--- config.mk ---
export PLATFORM = sky130hd
export DESIGN_NAME = ram_byte_sequencer
export DESIGN_NICKNAME = d
export VERILOG_FILES = /design/src/rtl/mem_pkg.sv /design/src/rtl/ram_byte_sequencer.sv
export SDC_FILE = /design/constraint.sdc
export NUM_CORES = 1
export LEC_CHECK = 0
export CORE_ASPECT_RATIO = 0.8
export CORE_MARGIN = 5
export CORE_UTILIZATION = 40
export CTS_CLUSTER_SIZE = 40
export DETAILED_ROUTE_END_ITERATION = 12
export PLACE_DENSITY_LB_ADDON = 0.25
export SYNTH_ARGS = -nofsm -noshare
export SYNTH_HDL_FRONTEND = slang
export SYNTH_SLANG_ARGS = --single-unit
--- constraint.sdc ---
create_clock -name clk_i -period 3 [get_ports clk_i]
set_input_delay 0.6 -clock clk_i [delete_from_list [all_inputs] [get_ports clk_i]]
set_output_delay 0.6 -clock clk_i [all_outputs]
set_load 0.01 [all_outputs]
--- src/rtl/mem_pkg.sv ---
// Shared types, RAM geometry and load-extension helpers for the data RAM byte sequencer.
package mem_pkg;

  localparam int unsigned RAM_ADDR_W  = 11;
  localparam int unsigned BANK_ADDR_W = 9;
  localparam int unsigned NUM_BANKS   = 3;

  typedef enum logic [1:0] {
    SZ_BYTE    = 2'b00,
    SZ_HALF    = 2'b01,
    SZ_WORD    = 2'b10,
    SZ_ILLEGAL = 2'b11
  } mem_size_t;

  typedef enum logic [2:0] {
    ST_IDLE,
    ST_CHECK,
    ST_READ,
    ST_DRAIN,
    ST_WRITE,
    ST_RESP
  } seq_state_t;

  // Sign- or zero-extend a right-aligned load value to 32 bits.
  function automatic logic [31:0] load_extend(input logic [31:0] data, input mem_size_t size,
                                              input logic unsigned_flag);
    logic        fill;
    logic [31:0] res;
    fill = ~unsigned_flag;
    case (size)
      SZ_BYTE: res = {{24{data[7] & fill}}, data[7:0]};
      SZ_HALF: res = {{16{data[15] & fill}}, data[15:0]};
      default: res = data;
    endcase
    return res;
  endfunction

  // Index of the final byte of an access of the given size.
  function automatic logic [1:0] last_index(input mem_size_t size);
    logic [1:0] res;
    case (size)
      SZ_BYTE: res = 2'd0;
      SZ_HALF: res = 2'd1;
      default: res = 2'd3;
    endcase
    return res;
  endfunction

endpackage

--- src/rtl/ram_byte_sequencer.sv ---
// Splits one CPU load/store into little-endian byte accesses on the banked 1536x8 data RAM,
// reassembles and extends load data, and rejects misaligned or out-of-range requests.
module ram_byte_sequencer
  import mem_pkg::*;
#(
  parameter int unsigned ADDR_W      = mem_pkg::RAM_ADDR_W,
  parameter int unsigned BANK_ADDR_W = mem_pkg::BANK_ADDR_W,
  parameter int unsigned NUM_BANKS   = mem_pkg::NUM_BANKS
) (
  input  logic              clk_i,
  input  logic              reset_i,
  input  logic              req_i,
  input  logic              req_we_i,
  input  logic [ADDR_W-1:0] req_addr_i,
  input  logic [1:0]        req_size_i,
  input  logic              req_unsigned_i,
  input  logic [31:0]       req_wdata_i,
  output logic              busy_o,
  output logic              done_o,
  output logic              err_o,
  output logic [31:0]       rdata_o,
  output logic              ram_re_o,
  output logic [ADDR_W-1:0] ram_raddr_o,
  input  logic [7:0]        ram_rdata_i,
  output logic              ram_we_o,
  output logic [ADDR_W-1:0] ram_waddr_o,
  output logic [7:0]        ram_wdata_o
);

  localparam int unsigned BANK_W = ADDR_W - BANK_ADDR_W;

  seq_state_t        state_q;
  logic              busy_q, done_q, err_q;
  logic              ram_re_q, ram_we_q;
  logic [ADDR_W-1:0] ram_raddr_q, ram_waddr_q;
  logic [7:0]        ram_wdata_q;
  logic [31:0]       rdata_q;

  logic              we_q, unsigned_q;
  mem_size_t         size_q;
  logic [ADDR_W-1:0] addr_q;
  logic [31:0]       wdata_q;
  logic [31:0]       asm_q, asm_d;
  logic [1:0]        cnt_q;

  logic [BANK_W-1:0] req_bank_c;
  logic              req_reject_c;
  logic [1:0]        last_idx_c;
  logic [31:0]       load_raw_c;

  assign req_bank_c = req_addr_i[ADDR_W-1:BANK_ADDR_W];
  assign last_idx_c = last_index(size_q);

  // Rejection is decided from the live request so ERR can be registered at the accepting edge.
  always_comb begin
    req_reject_c = 1'b0;
    case (mem_size_t'(req_size_i))
      SZ_HALF:    req_reject_c = req_addr_i[0];
      SZ_WORD:    req_reject_c = |req_addr_i[1:0];
      SZ_ILLEGAL: req_reject_c = 1'b1;
      default:    req_reject_c = 1'b0;
    endcase
    if (32'(req_bank_c) >= NUM_BANKS) begin
      req_reject_c = 1'b1;
    end
  end

  // Bytes shift in from the top; the final value is right-aligned by access size.
  always_comb begin
    asm_d      = {ram_rdata_i, asm_q[31:8]};
    load_raw_c = asm_d;
    case (size_q)
      SZ_BYTE: load_raw_c = {24'h000000, asm_d[31:24]};
      SZ_HALF: load_raw_c = {16'h0000, asm_d[31:16]};
      default: load_raw_c = asm_d;
    endcase
  end

  always_ff @(posedge clk_i) begin
    if (reset_i) begin
      state_q     <= ST_IDLE;
      busy_q      <= 1'b0;
      done_q      <= 1'b0;
      err_q       <= 1'b0;
      ram_re_q    <= 1'b0;
      ram_we_q    <= 1'b0;
      ram_raddr_q <= '0;
      ram_waddr_q <= '0;
      ram_wdata_q <= '0;
      rdata_q     <= '0;
      we_q        <= 1'b0;
      unsigned_q  <= 1'b0;
      size_q      <= SZ_BYTE;
      addr_q      <= '0;
      wdata_q     <= '0;
      asm_q       <= '0;
      cnt_q       <= '0;
    end else begin
      done_q <= 1'b0;
      err_q  <= 1'b0;
      case (state_q)
        // The DONE cycle accepts a new request exactly like IDLE.
        ST_IDLE, ST_RESP: begin
          busy_q  <= 1'b0;
          state_q <= ST_IDLE;
          if (req_i) begin
            we_q       <= req_we_i;
            unsigned_q <= req_unsigned_i;
            size_q     <= mem_size_t'(req_size_i);
            addr_q     <= req_addr_i;
            wdata_q    <= req_wdata_i;
            if (req_reject_c) begin
              done_q  <= 1'b1;
              err_q   <= 1'b1;
              state_q <= ST_RESP;
            end else begin
              busy_q  <= 1'b1;
              state_q <= ST_CHECK;
            end
          end
        end
        ST_CHECK: begin
          cnt_q <= '0;
          if (we_q) begin
            ram_we_q    <= 1'b1;
            ram_waddr_q <= addr_q;
            ram_wdata_q <= wdata_q[7:0];
            wdata_q     <= {8'h00, wdata_q[31:8]};
            state_q     <= ST_WRITE;
          end else begin
            ram_re_q    <= 1'b1;
            ram_raddr_q <= addr_q;
            state_q     <= ST_READ;
          end
        end
        ST_READ: begin
          if (cnt_q != 2'd0) begin
            asm_q <= asm_d;
          end
          if (cnt_q == last_idx_c) begin
            state_q <= ST_DRAIN;
          end else begin
            cnt_q       <= cnt_q + 2'd1;
            ram_raddr_q <= ram_raddr_q + ADDR_W'(1);
          end
        end
        ST_DRAIN: begin
          ram_re_q <= 1'b0;
          rdata_q  <= load_extend(load_raw_c, size_q, unsigned_q);
          done_q   <= 1'b1;
          busy_q   <= 1'b0;
          state_q  <= ST_RESP;
        end
        ST_WRITE: begin
          if (cnt_q == last_idx_c) begin
            ram_we_q <= 1'b0;
            done_q   <= 1'b1;
            busy_q   <= 1'b0;
            state_q  <= ST_RESP;
          end else begin
            cnt_q       <= cnt_q + 2'd1;
            ram_waddr_q <= ram_waddr_q + ADDR_W'(1);
            ram_wdata_q <= wdata_q[7:0];
            wdata_q     <= {8'h00, wdata_q[31:8]};
          end
        end
        default: begin
          state_q  <= ST_IDLE;
          busy_q   <= 1'b0;
          ram_re_q <= 1'b0;
          ram_we_q <= 1'b0;
        end
      endcase
    end
  end

  assign busy_o      = busy_q;
  assign done_o      = done_q;
  assign err_o       = err_q;
  assign rdata_o     = rdata_q;
  assign ram_re_o    = ram_re_q;
  assign ram_raddr_o = ram_raddr_q;
  assign ram_we_o    = ram_we_q;
  assign ram_waddr_o = ram_waddr_q;
  assign ram_wdata_o = ram_wdata_q;

endmodule

Word-level counts from Yosys, hierarchy flattened
Index checks and enable logic that the tools add are counted.
W data, S select, Z words.
Operators by class
  add/subtract/negate cells: 3
  magnitude comparators: 1
  eq/ne operators: 18
  mux-type cells: 38
  bitwise logic cells: 7
  reduce and logical (&&, ||, !) cells: 24
Operators with widths (count)
  $pmux W32 S2: 2
  $mux W32: 3
  $pmux W32 S3: 1
  $mux W11: 4
  $pmux W11 S2: 2
  $add A11 B1 Y11 const B: 2
  $mux W8: 2
  $ne A2 B2 Y1 const B: 8
  $pmux W8 S2: 1
  $mux W3: 5
  $pmux W3 S5: 1
  $pmux W1 S3: 4
  $reduce_and A2 Y1: 6
  $reduce_or A2 Y1: 5
  $mux W1: 9
  $reduce_and A3 Y1: 3
  $pmux W2 S2: 2
  $reduce_bool A2 Y1: 4
  $reduce_or A4 Y1: 2
  $eq A3 B2 Y1 const B: 2
  $eq A3 B3 Y1 const B: 2
  $not A1 Y1: 5
  $eq A2 B1 Y1 const B: 2
  $eq A2 B2 Y1 const B: 2
  11 further kinds: 12
Word-level totals
  flip-flop bits (word level): 151
  input bits: 58
  logic and storage cells: 108

Longest topological paths before layout
Gate-level depths: netlist (run 1).
  depth in word-level cells: 6
  mapped depth: 8
  mapped depth without buffers: 6

Worst setup path after synthesis (run 1)
Ideal clock, no wire load.
  path kind: input to register
  from: input req_i
  to: register wdata_q[10]
  arrival time: 1.577 ns
  path slack: 1.277 ns
  stages on the path: 6
  path through: nor2b_1 nor3b_1 a311oi_2 buf_2 buf_4 a211oi_2
Between the ends
  longest elaborated chain between the ends: 2
RTL lines
  start, declared: RTL line ram_byte_sequencer.sv:12  | input logic req_i,
  $ne A2 B2 Y1 (no source line)
  $reduce_and A4 Y1 (no source line)
  end signal, assigned: RTL line ram_byte_sequencer.sv:111  | wdata_q <= req_wdata_i;
  end signal, assigned: RTL line ram_byte_sequencer.sv:128  | wdata_q <= {8'h00, wdata_q[31:8]};
  end signal, assigned: RTL line ram_byte_sequencer.sv:164  | wdata_q <= {8'h00, wdata_q[31:8]};
  end, declared: RTL line ram_byte_sequencer.sv:42  | logic [31:0] wdata_q;
No other way between the ends.
A chain may end at the register's enable or synchronous reset.

Worst setup path after layout (run 1)
  from: register state_q[0]
  to: register ram_waddr_q[1] (netlist: ram_waddr_o[1])
Between the ends
  longest elaborated chain between the ends: 3
  elaborated cells between the ends (all ways): 7
  those cells by class: eq/ne (4); mux (1); reduce/logical (2)
RTL lines
  start, declared: RTL line ram_byte_sequencer.sv:32  | seq_state_t state_q;
  start signal, assigned: RTL line ram_byte_sequencer.sv:81  | state_q <= ST_IDLE;
  start signal, assigned: RTL line ram_byte_sequencer.sv:105  | state_q <= ST_IDLE;
  start signal, assigned: RTL line ram_byte_sequencer.sv:115  | state_q <= ST_RESP;
  $eq A3 B3 Y1 or $eq A3 B1 Y1 (tied branches): RTL line ram_byte_sequencer.sv:101  | case (state_q)
  $ne A2 B2 Y1 (no source line) or $reduce_bool A2 Y1 (tied branches)
  $reduce_and A3 Y1 (no source line)
  end signal, assigned: RTL line ram_byte_sequencer.sv:126  | ram_waddr_q <= addr_q;
  end signal, assigned: RTL line ram_byte_sequencer.sv:162  | ram_waddr_q <= ram_waddr_q + ADDR_W'(1);
  end, declared: RTL line ram_byte_sequencer.sv:35  | logic [ADDR_W-1:0] ram_raddr_q, ram_waddr_q;
Parallel ways exist; a longest one is shown, timed or not.

==> results of run 1 <==
==> cells in the final DEF, fill, tap and decap left out, types with 7 or more instances in the layout <==
| cell | n |
|---|---|
| a211oi_1 | 12 |
| mux2i_1 | 34 |
| dfxtp_1 | 143 |
| and3_1 | 7 |
| o21ai_0 | 31 |
| clkbuf_16 | 17 |
| nand2_1 | 157 |
| nand3_1 | 7 |
| a21oi_1 | 110 |
| nor2_1 | 98 |
| a211oi_2 | 22 |
| clkdlybuf4s50_1 | 123 |
| buf_4 | 15 |
| a22oi_1 | 9 |
| nor3_1 | 24 |
==> worst reg2reg max path: stages (launching register included) <==
cell	delay [ns]
dfxtp_1	0.59
nand2_1	0.18
nor3_1	0.51
nand2b_1	0.54
nor2_1	0.08
a311oi_1	0.24
==> worst max-delay path by stage <==
stage | startpoint | to | cells after the start
2_1_floorplan | req_i | wdata_q[10]$_SDFFE_PP0P_ | 6
3_3_place_gp | req_i | wdata_q[2]$_SDFFE_PP0P_ | 7
3_5_place_dp | req_i | wdata_q[23]$_SDFFE_PP0P_ | 7
4_1_cts | state_q[2]$_SDFFE_PP0P_ | rdata_o[9]$_SDFFE_PP0P_ | 6
5_1_grt | state_q[0]$_SDFFE_PP0P_ | ram_waddr_o[1]$_SDFFE_PP0P_ | 5
6_report | state_q[0]$_SDFFE_PP0P_ | ram_waddr_o[1]$_SDFFE_PP0P_ | 5
==> cells by family after synthesis <==
| kind of cell | share of synthesized area |
|---|---|
| AND/OR/NAND/NOR | 0.2236 |
| buffers and inverters | 0.04708 |
| adder cells (fa/ha/maj) | 0.005718 |
| XOR/XNOR | 0.007816 |
| AO/OA/AOI/OAI | 0.2279 |
| multiplexers | 0.05184 |
| flip-flops | 0.4361 |
==> state kept, by name (all words and copies together) (netlist names), 3 cells and up <==
register,cells
wdata_q,32
ram_wdata_o,8
asm_q,24
state_q,3
addr_q,11
ram_raddr_o,11
rdata_o,32
ram_waddr_o,11
==> per-layer routing <==
metal	track usage	up-vias
li1	-	3040
met1	0.2783	2754
met2	0.2646	192
met3	0.05557	13
met4	0.04400	0
met5	0	-
==> cells in the mapped netlist, types with 4 or more instances <==
master	instances	area share
a22oi_1	9	0.010
a31oi_1	6	0.0057
a211oi_2	22	0.042
a21oi_1	110	0.084
buf_1	4	0.0023
inv_1	6	0.0034
a211oi_1	12	0.014
nor2b_1	5	0.0048
dfxtp_1	143	0.44
nor3b_1	6	0.0069
nor3_1	24	0.018
buf_2	16	0.012
and2_1	6	0.0057
nand2_1	157	0.090
mux2i_1	34	0.052
nor2_1	98	0.056
o21ai_0	31	0.024
nand3_1	7	0.0053
o211ai_1	5	0.0057
clkbuf_1	32	0.018
buf_4	5	0.0057
nand2b_1	4	0.0038
and3_1	7	0.0067
==> power breakdown <==
part / internal (mW) / switching [mW] / leakage, nW
combinational: 1.08 / 1.40 / 1.47
sequential: 2.25 / 0.301 / 1.16
clock: 1.59 / 0.836 / 0.324
==> final cells by class <==
type / instances / share of cell area
Clock buffer: 19 / 0.05126
Clock inverter: 13 / 0.02722
Inverter: 6 / 0.002606
Multi-Input combinational cell: 603 / 0.3940
Sequential cell: 143 / 0.3313
Tap cell: 215 / 0.03113
Timing Repair Buffer: 141 / 0.1625
==> stage by stage <==
step	power, mW	worst slack, ns
finish	7.452	0.7732
global route	7.884	0.4906
CTS	7.501	0.7706
detailed placement	5.060	0.6088
global placement	5.031	0.6681
floorplan	4.331	1.277
==> results_tabular.tex, run 1 <==
\begin{tabular}{lr}
\hline
Metric & Value \\
\hline
\multicolumn{2}{l}{\textbf{Place}} \\
\quad Placed cells & 1,108 \\
\quad Routability cong. & between 0.8 and 0.9 \\
\quad DPL Wire Length & 12.47 mm \\
\quad Area of placed instances & around 8000 µm² \\
\quad Port buffer count & 124 \\
\multicolumn{2}{l}{\textbf{Floorplanning}} \\
\quad Die area & between 15,000 and 20,000 µm² \\
\quad Number of rows created at floorplan & 41 \\
\quad Width of the die & 153.2 µm \\
\quad Total I/O pin count & 125 \\
\quad Initial Util & 0.4115 \\
\quad Die Span Y & $\sim$120 µm \\
\quad Core area & 15,950 µm² \\
\multicolumn{2}{l}{\textbf{Clocking}} \\
\quad Clock slew seen by the registers of the worst setup and hold paths & 0.06 ns \\
\quad Worst-Skew Late Latency & 0.42 ns \\
\quad Post-CTS Setup Repair Bufs & 0 \\
\quad Total number of H-tree levels & 4 \\
\quad Quantity of hold-fixing buffers added after cts & 0 \\
\quad Buffers from clock root to sink, at most & 2 \\
\quad TritonCTS buffer count & 17 \\
\quad Clock sink count & 143 \\
\quad Clock tree root driver cell & clkbuf\_16 \\
\quad CTS tree & yes \\
\quad Number of gates resized after CTS & 0 \\
\multicolumn{2}{l}{\textbf{Logic synthesis}} \\
\quad Number of cells produced by synthesis & 812 \\
\quad Unique masters post-synth & 64 \\
\quad Syn Std Cell Area & approximately 6600 µm² \\
\quad Syn Nets & 873 \\
\quad Seq/Total Area, Yosys & 0.4361 \\
\quad Async SR Flop Fraction & 0 \\
\quad Post-synth EDFFs & 0 \\
\quad Average instance area after synthesis & a little over 8 µm² \\
\quad Flip-flop and latch count after synthesis & roughly 140 \\
\quad Leading register cell type out of synthesis & dfxtp\_1 \\
\quad Number of warning messages in the yosys log & 0 \\
\multicolumn{2}{l}{\textbf{Routing}} \\
\quad First-pass iteration count of the detailed router & 6 \\
\quad Post-detailed-routing wire length & 17.90 mm \\
\quad Mean number of vias per cell & 5.262 \\
\quad DRC violations left & 0 \\
\quad Via count & 5,999 \\
\quad Met2 wire length & 7.485 mm \\
\quad Per-cell routed wire length & between 15 and 20 µm \\
\quad Top layer used by detailed routing & met4 \\
\quad Met1 Wirelength & 9.014 mm \\
\quad Sum of met3 wire segment lengths after detailed routing & 1.233 mm \\
\quad Antenna violation net count after detailed routing & 0 \\
\quad Starting DRC count in detailed routing & $\sim$450 \\
\multicolumn{2}{l}{\textbf{Finish}} \\
\quad Filler cell count in the final layout & 1,483 \\
\quad Number of nets at the end of the flow & 973 \\
\quad Post-layout util & 0.5416 \\
\quad Final standard cell area without fillers & slightly below 9000 µm² \\
\quad Area growth from synthesis to layout & 31.62\% \\
\quad Multi-input gate area & around 3400 µm² \\
\quad Antenna diodes & 0 \\
\quad Fin cells & 1,140 \\
\quad Fraction of layout cells with a size suffix above 1 & 0.09081 \\
\quad Storage cell area & roughly 2900 µm² \\
\multicolumn{2}{l}{\textbf{GRT}} \\
\quad Total gr overflow & 0 \\
\quad Antenna violations before repair & 0 \\
\quad Global-route wire length before repair & 29.75 mm \\
\quad Pin count of the biggest net entering global routing & 64 \\
\quad GRT Overall Usage & 0.1872 \\
\quad Number of global-route vias before repair & 5,649 \\
\multicolumn{2}{l}{\textbf{Pwr}} \\
\quad Pwr Density & 862.4 nW/µm² \\
\quad Peak ir drop on the vdd network & between 0.4 and 0.5 mV \\
\quad Leakage & slightly below 3 nW \\
\multicolumn{2}{l}{\textbf{Timing}} \\
\quad Setup repair after global routing missed its margin & no \\
\quad Final Hold Fails & 0 \\
\quad Worst clock skew & 0.008035 ns \\
\quad Timing-limited maximum frequency & 449.1 MHz \\
\quad Final sum of negative setup slack & 0 ns \\
\quad Final worst path period need & 2.227 ns \\
\quad Slew Limit Fails & 0 \\
\quad Max-slew headroom at the worst pin & 0.5068 \\
\quad Share of the clock period used by the worst path & 0.7423 \\
\quad Tightest Pin Transition & 0.7398 ns \\
\quad Worst hold slack across all endpoints & $\sim$0.45 ns \\
\quad Count of final setup violators & 0 \\
\multicolumn{2}{l}{\textbf{Hold path}} \\
\quad Classification of the worst-slack hold path & flip-flop to flip-flop \\
\quad Hold depth & 2 \\
\quad Startpoint of the worst hold path & ram\_wdata\_o[2]\$\_SDFFE\_PP0P\_ \\
\quad Endpoint, Worst Hold & ram\_wdata\_o[2]\$\_SDFFE\_PP0P\_ \\
\multicolumn{2}{l}{\textbf{Critical path}} \\
\quad CP endpoint kind & flip-flop \\
\quad Critical path launch point type & flip-flop \\
\quad Ordered cell list for the critical path & nand2\_1 > nor3\_1 > nand2b\_1 > nor2\_1 > a311oi\_1 \\
\quad Kind of cell adding the most delay to the critical path & simple AND/OR/NAND/NOR gates \\
\quad Startpoint of the lowest-slack register-to-register path & state\_q[0]\$\_SDFFE\_PP0P\_ \\
\quad Critical path arrival & 2.55 ns \\
\quad FF-to-FF End & ram\_waddr\_o[1]\$\_SDFFE\_PP0P\_ \\
\quad Startpoint-to-endpoint class of the critical path & flip-flop to flip-flop \\
\quad Setup slack, reg-to-reg & $\sim$0.77 ns \\
\quad Worst path required time & 3.33 ns \\
\quad Path depth of the worst reg2reg path & 5 \\
\quad Buf+Inv Stages, Crit Path & 0 \\
\quad Critical path's largest stage delay & 0.59 ns \\
\quad Slowest CP cell & dfxtp\_1 \\
\quad Maximum fanout encountered on the critical timing path & 14 \\
\multicolumn{2}{l}{\textbf{Outcome}} \\
\quad Status & completed \\
\multicolumn{2}{l}{\textbf{Run}} \\
\quad Max capacitance violation total & 0 \\
\hline
\end{tabular}
No activity file was read; power rests on OpenSTA's default activity.
==> inputs of run 2 (changes only) <==
==> constraint.sdc (replaced) <==
create_clock -name clk_i -period 2.1 [get_ports clk_i]
set_input_delay 0.42 -clock clk_i [delete_from_list [all_inputs] [get_ports clk_i]]
set_output_delay 0.42 -clock clk_i [all_outputs]
set_load 0.01 [all_outputs]
==> run 2 against run 1 <==
Combinational power rose by 54%. Register-to-register slack got worse by 0.61 ns. Critical endpoint is now ram_wdata_o[5]$_SDFFE_PP0P_. Non-clock buffer count rose by 26. Highest routed layer unchanged.
==> results_tabular.tex, run 2 (synthesis gave the netlist of run 1 again) <==
\begin{tabular}{lr}
\hline
Metric & Value \\
\hline
\multicolumn{2}{l}{\textbf{Routing}} \\
\quad Antenna violation net count after detailed routing & 0 (unchanged) \\
\quad Top layer used by detailed routing & met4 \\
\quad Post-detailed-routing wire length & 18.34 mm (+2.5\%) \\
\quad Sum of met3 wire segment lengths after detailed routing & 1.108 mm (-10\%) \\
\quad Via count & 6,075 (+1.3\%) \\
\quad Starting DRC count in detailed routing & 425 (-4.5\%) \\
\quad Met1 Wirelength & 9.408 mm (+4.4\%) \\
\quad DRC violations left & 0 (unchanged) \\
\quad First-pass iteration count of the detailed router & 5 (-1) \\
\quad Per-cell routed wire length & 15.74 µm (+0.29\%) \\
\quad Met2 wire length & 7.630 mm (+1.9\%) \\
\quad Mean number of vias per cell & 5.215 (-0.91\%) \\
\multicolumn{2}{l}{\textbf{Pwr}} \\
\quad Leakage & 3.030 nW (+2.5\%) \\
\quad Peak ir drop on the vdd network & 0.6516 mV (+41\%) \\
\quad Pwr Density & 1178 nW/µm² (+37\%) \\
\quad Overall Power & 10.30 mW (+38\%) \\
\multicolumn{2}{l}{\textbf{Finish}} \\
\quad Fraction of layout cells with a size suffix above 1 & 0.1147 (+0.02393) \\
\quad Area growth from synthesis to layout & 33.22\% \\
\quad Most frequent cells in the layout & nand2\_1 (157), dfxtp\_1 (143), clkdlybuf4s50\_1 (123) \\
\quad Number of nets at the end of the flow & 999 (+2.7\%) \\
\quad Most frequent standard cell in the layout excluding fill and tap cells & nand2\_1 \\
\quad Antenna diodes & 0 (unchanged) \\
\quad Fin cells & 1,165 (+2.2\%) \\
\multicolumn{2}{l}{\textbf{Critical path}} \\
\quad Startpoint-to-endpoint class of the critical path & flip-flop to flip-flop \\
\quad Maximum fanout encountered on the critical timing path & 8 (-6) \\
\quad CP endpoint kind & flip-flop \\
\quad Setup slack, reg-to-reg & 0.16 ns (-0.61 ns) \\
\quad Critical path arrival & 2.29 ns (-0.26 ns) \\
\quad Critical path launch point type & flip-flop \\
\quad Worst path required time & 2.45 ns (-0.88 ns) \\
\multicolumn{2}{l}{\textbf{Timing}} \\
\quad Tightest Pin Transition & 0.5415 ns (-0.1983 ns) \\
\quad Timing-limited maximum frequency & 516.4 MHz (+15\%) \\
\quad Final worst path period need & 1.937 ns (-0.2903 ns) \\
\quad Count of final setup violators & 0 (unchanged) \\
\quad Final sum of negative setup slack & 0 ns (unchanged) \\
\quad Slew Limit Fails & 0 (unchanged) \\
\quad Max-slew headroom at the worst pin & 0.6390 (+0.1322) \\
\quad Final Hold Fails & 0 (unchanged) \\
\quad Share of the clock period used by the worst path & 0.9222 (+0.1799) \\
\quad Worst clock skew & 0.006603 ns (-0.001432 ns) \\
\quad Worst path setup slack after routing & 0.1635 ns (-0.6097 ns) \\
\multicolumn{2}{l}{\textbf{GRT}} \\
\quad Pin count of the biggest net entering global routing & 52 (-19\%) \\
\quad Number of global-route vias before repair & 5,607 (-0.74\%) \\
\quad Antenna violations before repair & 0 (unchanged) \\
\quad GRT Overall Usage & 0.1902 (+0.002940) \\
\quad Global-route wire length before repair & 29.86 mm (+0.37\%) \\
\quad Total gr overflow & 0 (unchanged) \\
\multicolumn{2}{l}{\textbf{Place}} \\
\quad Setup WS pre-CTS & -0.06729 ns (-0.6761 ns) \\
\quad Port buffer count & 124 (unchanged) \\
\quad Placed cells & 1,134 (+2.3\%) \\
\quad Routability cong. & 0.8541 (+0.21\%) \\
\quad DPL Wire Length & 12.80 mm (+2.7\%) \\
\multicolumn{2}{l}{\textbf{Floorplanning}} \\
\quad Initial Util & 0.4115 (unchanged) \\
\quad Die area & 19,090 µm² (unchanged) \\
\quad Core area & 15,950 µm² (unchanged) \\
\quad Total I/O pin count & 125 (unchanged) \\
\quad Width of the die & 153.2 µm (unchanged) \\
\quad Die Span Y & 124.6 µm (unchanged) \\
\quad Number of rows created at floorplan & 41 (unchanged) \\
\multicolumn{2}{l}{\textbf{Clocking}} \\
\quad Clock tree root driver cell & clkbuf\_16 \\
\quad Total number of H-tree levels & 4 (unchanged) \\
\quad Clock slew seen by the registers of the worst setup and hold paths & 0.06 ns (about the same) \\
\quad CTS tree & yes \\
\quad Clock sink count & 143 (unchanged) \\
\quad Worst-Skew Late Latency & 0.42 ns (about the same) \\
\quad TritonCTS buffer count & 17 (unchanged) \\
\quad Buffers from clock root to sink, at most & 2 (unchanged) \\
\multicolumn{2}{l}{\textbf{Run}} \\
\quad Max capacitance violation total & 0 (unchanged) \\
\multicolumn{2}{l}{\textbf{Hold path}} \\
\quad Classification of the worst-slack hold path & flip-flop to flip-flop \\
\multicolumn{2}{l}{\textbf{Outcome}} \\
\quad Status & completed \\
\hline
\end{tabular}
==> run 2: changes by cell type in the layout (fill, tap and decap cells not counted), sizes merged <==
cell      delta
buf         +26
clkbuf       +3
inv          -1
clkinvlp     +3
clkinv       -1
bufinv       -5
==> run 2: worst max-delay path, stage by stage, from the launching register on <==
cell and delay [ns]:
dfxtp_1 0.50, nand2_1 0.17, nor3_1 0.32, buf_4 0.20, nand2b_1 0.26, buf_4 0.21, nand2_1 0.07, a21oi_1 0.13
==> run 2: final timing paths <==
path	startpoint	cells past startpoint	endpoint
hold / removal	ram_wdata_o[1]$_SDFFE_PP0P_	2	ram_wdata_o[1]$_SDFFE_PP0P_
setup reg to reg	state_q[0]$_SDFFE_PP0P_	7	ram_wdata_o[5]$_SDFFE_PP0P_
setup / recovery	state_q[0]$_SDFFE_PP0P_	7	ram_wdata_o[5]$_SDFFE_PP0P_
hold reg to reg	ram_wdata_o[1]$_SDFFE_PP0P_	2	ram_wdata_o[1]$_SDFFE_PP0P_
==> run 2: cell type report <==
cell class / instances / area [µm²]
clock inverters: 9 / 86.33
flip-flops and latches: 143 / 2863
multi-input cells: 603 / 3407
repair buffers: 167 / 1624
well taps: 215 / 269.0
fillers: 1507 / 7208
inverters: 6 / 22.52
clock buffers: 22 / 474.2
==> run 2: metrics by stage <==
stage                     instance area (µm²)    util  hold slack [ns]
after floorplan                          6565       -           0.4364
final                                    8746  0.5482           0.4470
after detailed placement                 8183  0.5129           0.4438
after global placement                   8183  0.5129           0.4391
after global routing                     8746  0.5482           0.4689
after CTS                                8743  0.5480           0.4489
==> run 2: layer usage <==
layer / global-route usage / vias up
met5: 0 / -
met2: 0.2639 / 168
met3: 0.05036 / 15
met4: 0.04924 / 0
met1: 0.2886 / 2804
li1: - / 3088
==> run 2: where the power goes <==
part / total (mW) / leakage (nW) / switching [mW] / internal, mW
clock: 2.87 / 0.260 / 1.16 / 1.71
combinational: 3.82 / 1.61 / 2.11 / 1.72
sequential: 3.61 / 1.16 / 0.399 / 3.21
total: 10.3 / 3.03 / 3.66 / 6.64
==> run 2: timing repair <==
item / CTS / global route
setup buffers: 0 / 0
setup endpoints to repair: 0 / 13
hold buffers: 0 / 0
gates resized for setup: 0 / 1
endpoints found under the hold margin: 0 / 0
==> inputs of run 3 (changes only) <==
--- a/config.mk
+++ b/config.mk
@@ -5,7 +5,7 @@
 export SDC_FILE = /design/constraint.sdc
 export NUM_CORES = 1
 export LEC_CHECK = 0
-export CORE_ASPECT_RATIO = 0.8
+export CORE_ASPECT_RATIO = 1.25
 export CORE_MARGIN = 5
 export CORE_UTILIZATION = 40
 export CTS_CLUSTER_SIZE = 40
==> run 3 against run 2 <==
Total power rose by 0.82%. Worst hold slack improved by 0.0021 ns. Core utilization fell by 0.59 points. Clock power rose by 6%. First-iteration DRC count fell by 11%. Cell area barely moved. Clock skew barely moved. Register-to-register slack got worse by 0.03 ns. Combinational power fell by 2%. Global-route usage fell by 0.34 points. Worst setup slack got worse by 0.034 ns. Highest routed layer unchanged.
==> results_tabular.tex, run 3 (synthesis gave the netlist of run 1 again) <==
\begin{tabular}{lr}
\hline
Metric & Value \\
\hline
\multicolumn{2}{l}{\textbf{Clocking}} \\
\quad TritonCTS buffer count & 17 (unchanged) \\
\quad Clock slew seen by the registers of the worst setup and hold paths & 0.06 ns (about the same) \\
\quad Total number of H-tree levels & 4 (unchanged) \\
\quad Clock sink count & 143 (unchanged) \\
\quad Quantity of hold-fixing buffers added after cts & 0 (unchanged) \\
\quad Worst-Skew Late Latency & 0.42 ns (about the same) \\
\quad Post-CTS Setup Repair Bufs & 0 (unchanged) \\
\quad CTS tree & yes \\
\quad Buffers from clock root to sink, at most & 2 (unchanged) \\
\quad Clock tree root driver cell & clkbuf\_16 \\
\multicolumn{2}{l}{\textbf{Hold path}} \\
\quad Classification of the worst-slack hold path & flip-flop to flip-flop \\
\quad Hold depth & 2 (unchanged) \\
\quad Startpoint of the worst hold path & ram\_wdata\_o[0]\$\_SDFFE\_PP0P\_ \\
\quad Endpoint, Worst Hold & ram\_wdata\_o[0]\$\_SDFFE\_PP0P\_ \\
\multicolumn{2}{l}{\textbf{Critical path}} \\
\quad CP endpoint kind & flip-flop \\
\quad Slowest CP cell & dfxtp\_1 \\
\quad Maximum fanout encountered on the critical timing path & 9 (+1) \\
\quad Critical path launch point type & flip-flop \\
\quad Worst path required time & 2.45 ns (about the same) \\
\quad Setup slack, reg-to-reg & 0.13 ns (-0.03 ns) \\
\quad Setup crit start & state\_q[1]\$\_SDFFE\_PP0P\_ \\
\quad FF-to-FF End & ram\_raddr\_o[5]\$\_SDFFE\_PP0P\_ \\
\quad Startpoint of the lowest-slack register-to-register path & state\_q[1]\$\_SDFFE\_PP0P\_ \\
\quad Startpoint-to-endpoint class of the critical path & flip-flop to flip-flop \\
\quad Path depth of the worst reg2reg path & 5 (-2) \\
\quad Ordered cell list for the critical path & or3b\_4 > a211oi\_4 > or2\_1 > a21oi\_1 > a211oi\_2 \\
\quad Critical path's largest stage delay & 0.49 ns (about the same) \\
\quad Critical path arrival & 2.32 ns (+0.03 ns) \\
\multicolumn{2}{l}{\textbf{Routing}} \\
\quad Starting DRC count in detailed routing & 380 (-11\%) \\
\quad Post-detailed-routing wire length & 18.08 mm (-1.5\%) \\
\quad First-pass iteration count of the detailed router & 5 (unchanged) \\
\quad Antenna violation net count after detailed routing & 0 (unchanged) \\
\quad DRC violations left & 0 (unchanged) \\
\quad Per-cell routed wire length & 15.53 µm (-1.4\%) \\
\quad Via count & 6,072 (-0.049\%) \\
\quad Mean number of vias per cell & 5.216 (about the same) \\
\multicolumn{2}{l}{\textbf{Timing}} \\
\quad Tightest Pin Transition & 0.5397 ns (-0.001783 ns) \\
\quad Final worst path period need & 1.970 ns (+0.03381 ns) \\
\quad Setup repair after global routing missed its margin & no \\
\quad Final Hold Fails & 0 (unchanged) \\
\quad Slew Limit Fails & 0 (unchanged) \\
\quad Share of the clock period used by the worst path & 0.9383 (+0.01610) \\
\quad Max-slew headroom at the worst pin & 0.6398 (+0.0008020) \\
\quad Timing-limited maximum frequency & 507.5 MHz (-1.7\%) \\
\quad Worst clock skew & 0.006447 ns (-0.0001562 ns) \\
\quad Count of final setup violators & 0 (unchanged) \\
\multicolumn{2}{l}{\textbf{Pwr}} \\
\quad Pwr Density & 1187 nW/µm² (+0.76\%) \\
\quad Peak ir drop on the vdd network & 0.6140 mV (-5.8\%) \\
\quad Leakage & 3.042 nW (+0.40\%) \\
\multicolumn{2}{l}{\textbf{Finish}} \\
\quad Antenna diodes & 0 (unchanged) \\
\quad Area growth from synthesis to layout & 33.30\% (about the same) \\
\quad Storage cell area & 2863 µm² (unchanged) \\
\quad Most frequent standard cell in the layout excluding fill and tap cells & nand2\_1 \\
\quad Most frequent cells in the layout & nand2\_1 (157), dfxtp\_1 (143), clkdlybuf4s50\_1 (123) \\
\quad Multi-input gate area & 3407 µm² (unchanged) \\
\quad Fraction of layout cells with a size suffix above 1 & 0.1150 (+0.0002421) \\
\quad Fin cells & 1,164 (-0.086\%) \\
\quad Final standard cell area without fillers & 8751 µm² (about the same) \\
\quad Number of nets at the end of the flow & 996 (-0.30\%) \\
\quad Filler cell count in the final layout & 1,563 (+3.7\%) \\
\multicolumn{2}{l}{\textbf{Floorplanning}} \\
\quad Die Span Y & 153.2 µm (+23\%) \\
\quad Width of the die & 124.6 µm (-19\%) \\
\quad Initial Util & 0.4069 (-0.004627) \\
\quad Number of rows created at floorplan & 52 (+27\%) \\
\quad Die area & 19,090 µm² (unchanged) \\
\quad Total I/O pin count & 125 (unchanged) \\
\quad Core area & 16,140 µm² (+1.1\%) \\
\multicolumn{2}{l}{\textbf{Place}} \\
\quad Placed cells & 1,132 (-0.18\%) \\
\quad Routability cong. & 0.8651 (+1.3\%) \\
\quad Port buffer count & 124 (unchanged) \\
\quad Area of placed instances & 8149 µm² (-0.41\%) \\
\quad DPL Wire Length & 12.80 mm (about the same) \\
\multicolumn{2}{l}{\textbf{Outcome}} \\
\quad Status & completed \\
\multicolumn{2}{l}{\textbf{GRT}} \\
\quad GRT Overall Usage & 0.1867 (-0.003417) \\
\quad Global-route wire length before repair & 29.30 mm (-1.8\%) \\
\quad Antenna violations before repair & 0 (unchanged) \\
\quad Number of global-route vias before repair & 5,831 (+4.0\%) \\
\quad Pin count of the biggest net entering global routing & 51 (-1.9\%) \\
\quad Total gr overflow & 0 (unchanged) \\
\multicolumn{2}{l}{\textbf{Run}} \\
\quad Max capacitance violation total & 0 (unchanged) \\
\hline
\end{tabular}
-- run 3: cell count changes in the layout (fill, tap and decap cells not counted) --
cell / change
buf_12: -1
buf_4: -2
bufinv_16: +1
clkbuf_1: -2
clkinv_2: +1
clkinvlp_4: -2
inv_6: +3
-- run 3: where the power goes --
| part | switching (mW) | internal, mW | leakage, nW |
|---|---|---|---|
| registers | 0.398 | 3.21 | 1.16 |
| clock network | 1.20 | 1.85 | 0.289 |
| logic | 2.06 | 1.68 | 1.59 |
| total | 3.65 | 6.74 | 3.04 |
-- run 3: worst max path at each step --
stage / to / cells past startpoint
2_1_floorplan: wdata_q[10]$_SDFFE_PP0P_ / 7
3_3_place_gp: wdata_q[4]$_SDFFE_PP0P_ / 7
5_1_grt: rdata_o[14]$_SDFFE_PP0P_ / 7
6_report: ram_raddr_o[5]$_SDFFE_PP0P_ / 5
3_5_place_dp: wdata_q[9]$_SDFFE_PP0P_ / 7
4_1_cts: ram_wdata_o[7]$_SDFFE_PP0P_ / 6
-- run 3: what timing repair did --
item | in CTS | in global routing
hold endpoints to repair | 0 | 0
gates resized for setup | 0 | 1
setup endpoints to repair | 0 | 6
-- run 3: per-stage QoR --
step	setup TNS (ns)	util	power (mW)	setup WS [ns]	hold slack [ns]
5_1_grt	0	0.5423	11.00	0.02549	0.4754
2_1_floorplan	0	-	6.187	0.3875	0.4364
3_3_place_gp	0	0.5050	7.347	0.01401	0.4407
4_1_cts	0	0.5422	10.45	0.09597	0.4529
6_report	0	0.5423	10.38	0.1296	0.4492
3_5_place_dp	-0.08819	0.5050	7.388	-0.01842	0.4460
-- run 3: final cells by class --
cell class,instances,share of cell area
multi-input cells,603,0.3893
well taps,216,0.03088
clock inverters,12,0.01516
flip-flops and latches,143,0.3271
repair buffers,164,0.1816
clock buffers,20,0.05333
inverters,6,0.002574
-- run 3: per-layer routing --
layer  track usage  wire length [µm]  share of wire
met1        0.2106              7410           0.41
met2        0.3320              9359           0.52
met5             0                 0              0
met4       0.06319               400          0.022
met3       0.05969               905          0.050
-- run 3: worst max-delay path: cells and delay by family, from the launching register on --
kind	cells	cell delay, ns
flops	1	0.49
simple gates	2	0.85
compound gates	3	0.56
